## config.mk

```make
export PLATFORM = sky130hd
export DESIGN_NAME = hawk_txn_arbiter_flat
export DESIGN_NICKNAME = d
export VERILOG_FILES = /design/src/rtl/hawk_arb_pkg.sv /design/src/rtl/hawk_arb_if.sv /design/src/rtl/hawk_rr_pick.sv /design/src/rtl/hawk_txn_arbiter.sv /design/src/flat_wrapper.sv
export SDC_FILE = /design/constraint.sdc
export NUM_CORES = 1
export LEC_CHECK = 0
export ABC_AREA = 1
export ABC_CLOCK_PERIOD_IN_PS = 1900
export BUFFER_PORTS_ARGS = -buffer_cell sky130_fd_sc_hd__buf_4
export CAP_MARGIN = 20
export CORE_AREA = 4 4 151 153
export DETAILED_ROUTE_END_ITERATION = 10
export DIE_AREA = 0 0 155 157
export PLACE_DENSITY = 0.4
export SYNTH_ARGS = -nofsm -noshare
export SYNTH_HDL_FRONTEND = slang
export SYNTH_HIERARCHICAL = 1
export SYNTH_SLANG_ARGS = --single-unit
```

## constraint.sdc

```tcl
create_clock -name clk_i -period 1.9 [get_ports clk_i]
set_input_delay 0.285 -clock clk_i [delete_from_list [all_inputs] [get_ports clk_i]]
set_output_delay 0.285 -clock clk_i [all_outputs]
set_load 0.005 [all_outputs]
```

## src/rtl/hawk_arb_pkg.sv

```systemverilog
// hawk_arb_pkg: shared types for the HACD transaction arbiter.
// Holds the FSM state enum, the arbitration mode codes and a width helper.
package hawk_arb_pkg;

  typedef enum logic [1:0] {
    S_IDLE = 2'd0,
    S_REQ  = 2'd1,
    S_WAIT = 2'd2
  } arb_state_e;

  localparam int ARB_RR    = 0;
  localparam int ARB_FIXED = 1;

  function automatic int idx_width(input int n);
    return (n > 1) ? $clog2(n) : 1;
  endfunction

  function automatic int cnt_width(input int t);
    return (t > 0) ? $clog2(t + 1) : 1;
  endfunction

endpackage

```

## src/rtl/hawk_arb_if.sv

```systemverilog
// hawk_arb_if: requester-side and server-side handshake bundle.
// master = arbiter view, slave = environment (requesters + server) view.
interface hawk_arb_if #(
  parameter int N_IN  = 2,
  parameter int REQ_W = 64,
  parameter int RSP_W = 64
);

  logic [N_IN-1:0]            req_valid_i;
  logic [N_IN-1:0][REQ_W-1:0] req_data_i;
  logic [N_IN-1:0]            req_ready_o;

  logic                       out_valid_o;
  logic [REQ_W-1:0]           out_data_o;
  logic                       out_ready_i;

  logic                       srv_rsp_valid_i;
  logic [RSP_W-1:0]           srv_rsp_data_i;

  logic [N_IN-1:0]            rsp_valid_o;
  logic [N_IN-1:0][RSP_W-1:0] rsp_data_o;
  logic [N_IN-1:0]            rsp_err_o;

  modport master (
    input  req_valid_i,
    input  req_data_i,
    output req_ready_o,
    output out_valid_o,
    output out_data_o,
    input  out_ready_i,
    input  srv_rsp_valid_i,
    input  srv_rsp_data_i,
    output rsp_valid_o,
    output rsp_data_o,
    output rsp_err_o
  );

  modport slave (
    output req_valid_i,
    output req_data_i,
    input  req_ready_o,
    input  out_valid_o,
    input  out_data_o,
    output out_ready_i,
    output srv_rsp_valid_i,
    output srv_rsp_data_i,
    input  rsp_valid_o,
    input  rsp_data_o,
    input  rsp_err_o
  );

endinterface

```

## src/rtl/hawk_rr_pick.sv

```systemverilog
// hawk_rr_pick: combinational picker, round-robin from ptr_i or lowest index.
// Ports: valid_i/ptr_i/mode_i in; any_o (some valid) and idx_o (winner) out.
module hawk_rr_pick #(
  parameter int N  = 2,
  parameter int IW = 1
) (
  input  logic [N-1:0]  valid_i,
  input  logic [IW-1:0] ptr_i,
  input  logic          mode_i,
  output logic          any_o,
  output logic [IW-1:0] idx_o
);

  int j;

  // Scan from the farthest candidate down so the nearest one wins.
  always_comb begin
    j     = 0;
    idx_o = '0;
    any_o = |valid_i;
    for (int k = N - 1; k >= 0; k--) begin
      if (mode_i) j = k;
      else        j = (int'(ptr_i) + k) % N;
      if (valid_i[IW'(j)]) idx_o = IW'(j);
    end
  end

endmodule

```

## src/rtl/hawk_txn_arbiter.sv

```systemverilog
// hawk_txn_arbiter: N-to-1 request/response arbiter with response timeout.
// Ports: clk_i, rst_i (sync high), bus (hawk_arb_if.master), grant/busy/unexp.
module hawk_txn_arbiter
  import hawk_arb_pkg::*;
#(
  parameter int N_IN    = 2,
  parameter int REQ_W   = 64,
  parameter int RSP_W   = 64,
  parameter int MODE    = 0,
  parameter int TIMEOUT = 256,
  localparam int IDX_W  = idx_width(N_IN)
) (
  input  logic             clk_i,
  input  logic             rst_i,
  hawk_arb_if.master       bus,
  output logic [IDX_W-1:0] grant_idx_o,
  output logic             busy_o,
  output logic             unexp_rsp_o
);

  localparam int CW = cnt_width(TIMEOUT);
  localparam int TO_M1 = (TIMEOUT > 0) ? TIMEOUT - 1 : 0;
  localparam logic [CW-1:0] TO_LAST = CW'(TO_M1);
  localparam logic [IDX_W-1:0] LAST_IDX = IDX_W'(N_IN - 1);

  arb_state_e       state_q, state_d;
  logic [IDX_W-1:0] grant_q, grant_d;
  logic [IDX_W-1:0] ptr_q, ptr_d;
  logic [CW-1:0]    cnt_q, cnt_d;

  logic             pick_any;
  logic [IDX_W-1:0] pick_idx;
  logic             gnt_valid;
  logic             to_hit;
  logic [IDX_W-1:0] nxt_ptr;

  logic [N_IN-1:0]            req_ready;
  logic                       out_valid;
  logic [REQ_W-1:0]           out_data;
  logic [N_IN-1:0]            rsp_valid;
  logic [N_IN-1:0][RSP_W-1:0] rsp_data;
  logic [N_IN-1:0]            rsp_err;

  hawk_rr_pick #(
    .N  (N_IN),
    .IW (IDX_W)
  ) u_pick (
    .valid_i (bus.req_valid_i),
    .ptr_i   (ptr_q),
    .mode_i  (MODE == ARB_FIXED),
    .any_o   (pick_any),
    .idx_o   (pick_idx)
  );

  assign gnt_valid = bus.req_valid_i[grant_q];
  assign to_hit    = (TIMEOUT != 0) && (cnt_q == TO_LAST);
  assign nxt_ptr   = (grant_q == LAST_IDX) ? '0 : grant_q + IDX_W'(1);

  always_ff @(posedge clk_i) begin
    if (rst_i) begin
      state_q <= S_IDLE;
      grant_q <= '0;
      ptr_q   <= '0;
      cnt_q   <= '0;
    end else begin
      state_q <= state_d;
      grant_q <= grant_d;
      ptr_q   <= ptr_d;
      cnt_q   <= cnt_d;
    end
  end

  always_comb begin
    state_d = state_q;
    grant_d = grant_q;
    ptr_d   = ptr_q;
    cnt_d   = cnt_q;
    unique case (state_q)
      S_IDLE: begin
        if (pick_any) begin
          grant_d = pick_idx;
          state_d = S_REQ;
        end
      end
      S_REQ: begin
        // A withdrawn request leaves ptr alone so it keeps its turn.
        if (!gnt_valid) begin
          state_d = S_IDLE;
        end else if (bus.out_ready_i) begin
          state_d = S_WAIT;
          cnt_d   = '0;
        end
      end
      S_WAIT: begin
        if (cnt_q != '1) cnt_d = cnt_q + CW'(1);
        if (bus.srv_rsp_valid_i || to_hit) begin
          state_d = S_IDLE;
          ptr_d   = nxt_ptr;
        end
      end
      default: state_d = S_IDLE;
    endcase
  end

  always_comb begin
    req_ready = '0;
    out_valid = 1'b0;
    out_data  = '0;
    rsp_valid = '0;
    rsp_data  = '0;
    rsp_err   = '0;
    unique case (state_q)
      S_REQ: begin
        // Gated by the granted valid so a withdrawn beat never handshakes.
        out_valid          = gnt_valid;
        out_data           = bus.req_data_i[grant_q];
        req_ready[grant_q] = bus.out_ready_i & gnt_valid;
      end
      S_WAIT: begin
        // A real response beats a timeout on the same cycle.
        if (bus.srv_rsp_valid_i) begin
          rsp_valid[grant_q] = 1'b1;
          rsp_data[grant_q]  = bus.srv_rsp_data_i;
        end else if (to_hit) begin
          rsp_valid[grant_q] = 1'b1;
          rsp_err[grant_q]   = 1'b1;
        end
      end
      default: ;
    endcase
  end

  assign bus.req_ready_o = req_ready;
  assign bus.out_valid_o = out_valid;
  assign bus.out_data_o  = out_data;
  assign bus.rsp_valid_o = rsp_valid;
  assign bus.rsp_data_o  = rsp_data;
  assign bus.rsp_err_o   = rsp_err;

  assign grant_idx_o = grant_q;
  assign busy_o      = (state_q != S_IDLE);
  assign unexp_rsp_o = bus.srv_rsp_valid_i && (state_q != S_WAIT);

endmodule

```

## src/flat_wrapper.sv

```systemverilog
// flat-port wrapper written by rule: the top's interface ports become plain ports
module hawk_txn_arbiter_flat import hawk_arb_pkg::*;
#(
  parameter int N_IN    = 2,
  parameter int REQ_W   = 64,
  parameter int RSP_W   = 64,
  parameter int MODE    = 0,
  parameter int TIMEOUT = 256,
  localparam int IDX_W  = idx_width(N_IN)
)
  (clk_i, rst_i, grant_idx_o, busy_o, unexp_rsp_o, bus_req_valid_i, bus_req_data_i, bus_req_ready_o, bus_out_valid_o, bus_out_data_o, bus_out_ready_i, bus_srv_rsp_valid_i, bus_srv_rsp_data_i, bus_rsp_valid_o, bus_rsp_data_o, bus_rsp_err_o);
  hawk_arb_if #(.N_IN(N_IN), .REQ_W(REQ_W), .RSP_W(RSP_W)) bus_i ();
  input  logic clk_i;
  input  logic rst_i;
  output logic [IDX_W-1:0] grant_idx_o;
  output logic busy_o;
  output logic unexp_rsp_o;
  input wire logic [$bits(bus_i.req_valid_i)-1:0] bus_req_valid_i;
  input wire logic [$bits(bus_i.req_data_i)-1:0] bus_req_data_i;
  output wire logic [$bits(bus_i.req_ready_o)-1:0] bus_req_ready_o;
  output wire logic [$bits(bus_i.out_valid_o)-1:0] bus_out_valid_o;
  output wire logic [$bits(bus_i.out_data_o)-1:0] bus_out_data_o;
  input wire logic [$bits(bus_i.out_ready_i)-1:0] bus_out_ready_i;
  input wire logic [$bits(bus_i.srv_rsp_valid_i)-1:0] bus_srv_rsp_valid_i;
  input wire logic [$bits(bus_i.srv_rsp_data_i)-1:0] bus_srv_rsp_data_i;
  output wire logic [$bits(bus_i.rsp_valid_o)-1:0] bus_rsp_valid_o;
  output wire logic [$bits(bus_i.rsp_data_o)-1:0] bus_rsp_data_o;
  output wire logic [$bits(bus_i.rsp_err_o)-1:0] bus_rsp_err_o;
  assign bus_i.req_valid_i = bus_req_valid_i;
  assign bus_i.req_data_i = bus_req_data_i;
  assign bus_req_ready_o = bus_i.req_ready_o;
  assign bus_out_valid_o = bus_i.out_valid_o;
  assign bus_out_data_o = bus_i.out_data_o;
  assign bus_i.out_ready_i = bus_out_ready_i;
  assign bus_i.srv_rsp_valid_i = bus_srv_rsp_valid_i;
  assign bus_i.srv_rsp_data_i = bus_srv_rsp_data_i;
  assign bus_rsp_valid_o = bus_i.rsp_valid_o;
  assign bus_rsp_data_o = bus_i.rsp_data_o;
  assign bus_rsp_err_o = bus_i.rsp_err_o;
  hawk_txn_arbiter #(.N_IN(N_IN), .REQ_W(REQ_W), .RSP_W(RSP_W), .MODE(MODE), .TIMEOUT(TIMEOUT)) u_core (.clk_i(clk_i), .rst_i(rst_i), .bus(bus_i), .grant_idx_o(grant_idx_o), .busy_o(busy_o), .unexp_rsp_o(unexp_rsp_o));
endmodule
```

==> qor_table.md <==
| Stage | Quantity | This run |
|---|---|---|
| outcome | Outcome | complete, but fails checks |
| outcome | Violated checks | setup timing |
| clock tree | Hold-fix buffer count after cts | 0 |
| finish | Core Util, Final | 30.3% |
| global routing | Most heavily used metal layer in global routing | met2 |
| worst setup path | Req. time, crit path | 1.62 ns |
| clock tree | Total clock buffers created by CTS | 3 |
| die | Site Rows | 54 |
| worst setup path | CP Max Fanout | 3 |
| power and ir drop | Overall power after layout | 1.89 mW |
| worst setup path | CP endpoint kind | output pin |
| timing | Unrepaired setup endpoints after global routing | yes |
| min path | Class of the worst hold path | primary input to flip-flop |
| min path | Hold Path Stages | 2 |
| synthesis | Number of enable-type register cells in the synthesized netlist | 0 |
| timing | Slew Limit Fails | 0 |
| worst setup path | Path type of the worst setup path | flip-flop to output pin |
| die | Initial standard-cell utilization of the core | 12.9% |
| timing | Endpoints failing setup | 4 |
| global routing | Initial antenna violation count | 0 |
| synthesis | Most frequent cells after synthesis | 131 x nand3_1, 129 x nor3_1, 92 x nand2_1, 79 x inv_1, 33 x buf_2 |
| synthesis | Post-synthesis sequential area ratio | 9.39% |
| worst setup path | Slack of the worst reg-to-reg path | 0.12 ns |
| worst setup path | Count of cells along the worst register-to-register path | 11 |
| drt | Wirelength, routed | 19000 um |
| die | Core Area | 0.0216 mm^2 |
| placed design | Instance area at placement | 0.00618 mm^2 |
| job | Max-cap check violation count | 0 |
| power and ir drop | Leakage power of the design | 3.61 nW |
| synthesis | Distinct cell type count of the synthesized netlist | 28 |
| synthesis | Post-synth design cell area | 0.00277 mm^2 |
| timing | Final period util | 110% |
| worst setup path | Most frequent cell on the critical path | ha_4 |
| drt | Iteration-0 DRC count of the detailed router | 328 |
| clock tree | Library cell used as clock root buffer | clkbuf_16 |
| finish | Total area of sequential cells | 268 um^2 |
| placed design | Port Buf Inserts | 399 |
| clock tree | TritonCTS clock tree | built |
| clock tree | Clock latency on the worst-skew pair | 0.24 ns |
| worst setup path | Standard cell with the maximum stage delay on the critical path | dfxtp_2 |
| drt | Number of nets with antenna violations after detailed routing | 0 |
| synthesis | Cell type contributing the most total cell area after synthesis | nand3_1 |
| finish | Layout-stage area growth over the synthesis result | 136% |
| drt | Mean routed wirelength per cell | 15.6 um |
| die | DIE WIDTH | 155 um |
| finish | Post-layout net count | 1142 |
| drt | Via total after detailed routing | 5119 |
| drt | DRC violation count after routing | 0 |
| worst setup path | Reg-to-reg endpoint | u_core/cnt_q[0]$_SDFFE_PP0P_ |
| synthesis | Number of nets in the synthesized netlist | 755 |
| synthesis | Register bit count reported by yosys | 13 |
| synthesis | Most used flip-flop cell after synthesis | dfxtp_1 |
| finish | # fillers | 2455 |
| timing | Period minus WS final | 2.09 ns |
| power and ir drop | Pwr Density | 289 mW/mm^2 |
| timing | Hold Fails Final Rpt | 0 |
| synthesis | Proportion of synthesized flip-flops having asynchronous set or reset | 0% |
| die | Die area | 0.0243 mm^2 |
| global routing | Met3 GRT Util | 3.33% |
| clock tree | Maximum buffer depth of the clock tree | 2 |
| finish | Number of diodes | 0 |
| synthesis | Largest cells by area after synthesis | nand3_1 24%, nor3_1 23%, nand2_1 12% |
| min path | Critical hold path startpoint | rst_i |
| global routing | Number of global-route vias before repair | 4907 |
| placed design | Final GP Congestion | 0.774 |
| worst setup path | Critical R2R Launch | u_core/cnt_q[0]$_SDFFE_PP0P_ |
| global routing | Maximum number of pins on one net before global-route repair | 70 |
| global routing | Global-route wire length before repair | 26900 um |
| worst setup path | Critical path data arrival time | 1.81 ns |
| placed design | Worst-case setup slack after placement | -0.231 ns |
| worst setup path | CP top delay family | simple AND/OR/NAND/NOR gates |
| synthesis | Cell count after synthesis | 554 |
| synthesis | Warning count from the yosys run | 6 |
| power and ir drop | Peak supply drop | 0.327 mV |
| timing | Max Freq | 478 MHz |
| timing | Sum of negative setup slack | -0.527 ns |
| synthesis | Post-synth top area share | 23.6% |
| global routing | Congestion Overflow GR | 0 |
| finish | Area of combinational cells with multiple inputs | 0.00208 mm^2 |
| synthesis | Most repeated cell in the gate-level netlist after synthesis | nand3_1 |
| timing | Worst clock skew | 0.00331 ns |
| min path | Hold endpoint | u_core/state_q[1]$_SDFFE_PP0P_ |
| die | Ports | 400 |
| finish | Share of cells above drive strength 1 | 49.9% |
| synthesis | Mean Syn Cell Area | 5.00 um^2 |
| global routing | Total global-route track usage | 13.4% |
| drt | First-pass detailed-route iteration total | 5 |
| worst setup path | Kind of start point of the critical path | flip-flop |
| worst setup path | Crit path largest cell delay | 0.35 ns |
| clock tree | H-tree lvl count | 1 |
| placed design | HPWL reported at the end of detailed placement | 14700 um |
| clock tree | CTS clock-pin slew for the worst setup and hold paths | 0.05 ns |
| clock tree | Clock sink count | 13 |
| timing | Final setup slack of the worst path | -0.191 ns |
| die | Die height | 157 um |
| finish | Summed area of non-filler cells in the final layout | 0.00654 mm^2 |
| global routing | Met2 track demand over resource in global routing | 25.8% |
| drt | Number of vias per cell after detailed routing | 4.20 |
| worst setup path | Critical-path cell list | ha_4, nand2_4, nor3b_4, and3_4, ha_4, inv_4, nor4_4, buf_4 |
| worst setup path | Bufs and invs on worst path | 2 |
| global routing | Met1 Use GR | 15.6% |
worst max-delay path by stage:
stage,startpoint,to,slack (ns),cells after the start
2_1_floorplan,u_core/cnt_q[0]$_SDFFE_PP0P_,bus_rsp_err_o[0],0.13,7
3_3_place_gp,u_core/cnt_q[1]$_SDFFE_PP0P_,bus_rsp_valid_o[1],-0.03,8
3_5_place_dp,u_core/cnt_q[0]$_SDFFE_PP0P_,bus_rsp_err_o[1],-0.23,8
4_1_cts,u_core/cnt_q[1]$_SDFFE_PP0P_,bus_rsp_err_o[0],-0.22,8
5_1_grt,u_core/cnt_q[0]$_SDFFE_PP0P_,bus_rsp_err_o[0],-0.27,8
6_report,u_core/cnt_q[0]$_SDFFE_PP0P_,bus_rsp_err_o[0],-0.19,8
power breakdown:
group | switching [mW] | total [mW] | leakage, nW | internal, mW
Combinational | 0.567 | 1.19 | 3.47 | 0.621
Sequential | 0.0132 | 0.297 | 0.108 | 0.284
Clock | 0.118 | 0.401 | 0.0382 | 0.283
Total | 0.698 | 1.89 | 3.61 | 1.19
cells in the final DEF, fill, tap and decap left out, types with 3 or more instances in the layout:
| cell type | n |
|---|---|
| nor3_1 | 129 |
| dfxtp_1 | 9 |
| nand2_2 | 3 |
| a21oi_1 | 8 |
| nand2_1 | 88 |
| nand2_4 | 4 |
| nor2_1 | 19 |
| buf_12 | 8 |
| dfxtp_2 | 3 |
| clkbuf_16 | 6 |
| o21ai_0 | 3 |
| nand3_1 | 131 |
| inv_1 | 76 |
| buf_4 | 424 |
kinds of logic after synthesis:
family                   count (synthesis)  share of synthesized area [%]
adder cells (fa/ha/maj)                  3                           1.35
other                                    1                          0.135
AND/OR/NAND/NOR                        384                           65.4
AO/OA/AOI/OAI                           17                           3.29
flip-flops                              13                           9.39
buffers and inverters                  136                           20.4
final cells by class:
cell class | count | share of cell area, %
Timing Repair Buffer | 437 | 52.9
Multi-Input combinational cell | 406 | 31.8
Tap cell | 280 | 5.36
Inverter | 80 | 4.67
Sequential cell | 13 | 4.09
Clock buffer | 4 | 1.21
per-stage QoR:
step	hold WS (ns)	instances
after global placement	0.451	1203
final	0.221	1220
after floorplan	0.354	554
after detailed placement	0.452	1203
after global routing	0.230	1220
after CTS	0.228	1213
state kept, by name, summed over array words and instances, names as in the netlist:
| register | cells |
|---|---|
| u_core/grant_idx_o | 1 |
| u_core/cnt_q | 9 |
| u_core/state_q | 2 |
| u_core/ptr_q | 1 |
layer usage:
layer	vias up	share of wire, %
li1	2596	-
met1	2279	38
met2	238	53
met3	6	9.0
met4	0	0.47
met5	-	0
timing repair:
item                       in CTS  in global routing
setup buffers                   6                  3
pin swaps                       5                  9
resized for setup              17                 16
cloned                          0                  4
setup endpoints to repair      11                 92
No activity file was read; power rests on OpenSTA's default activity.
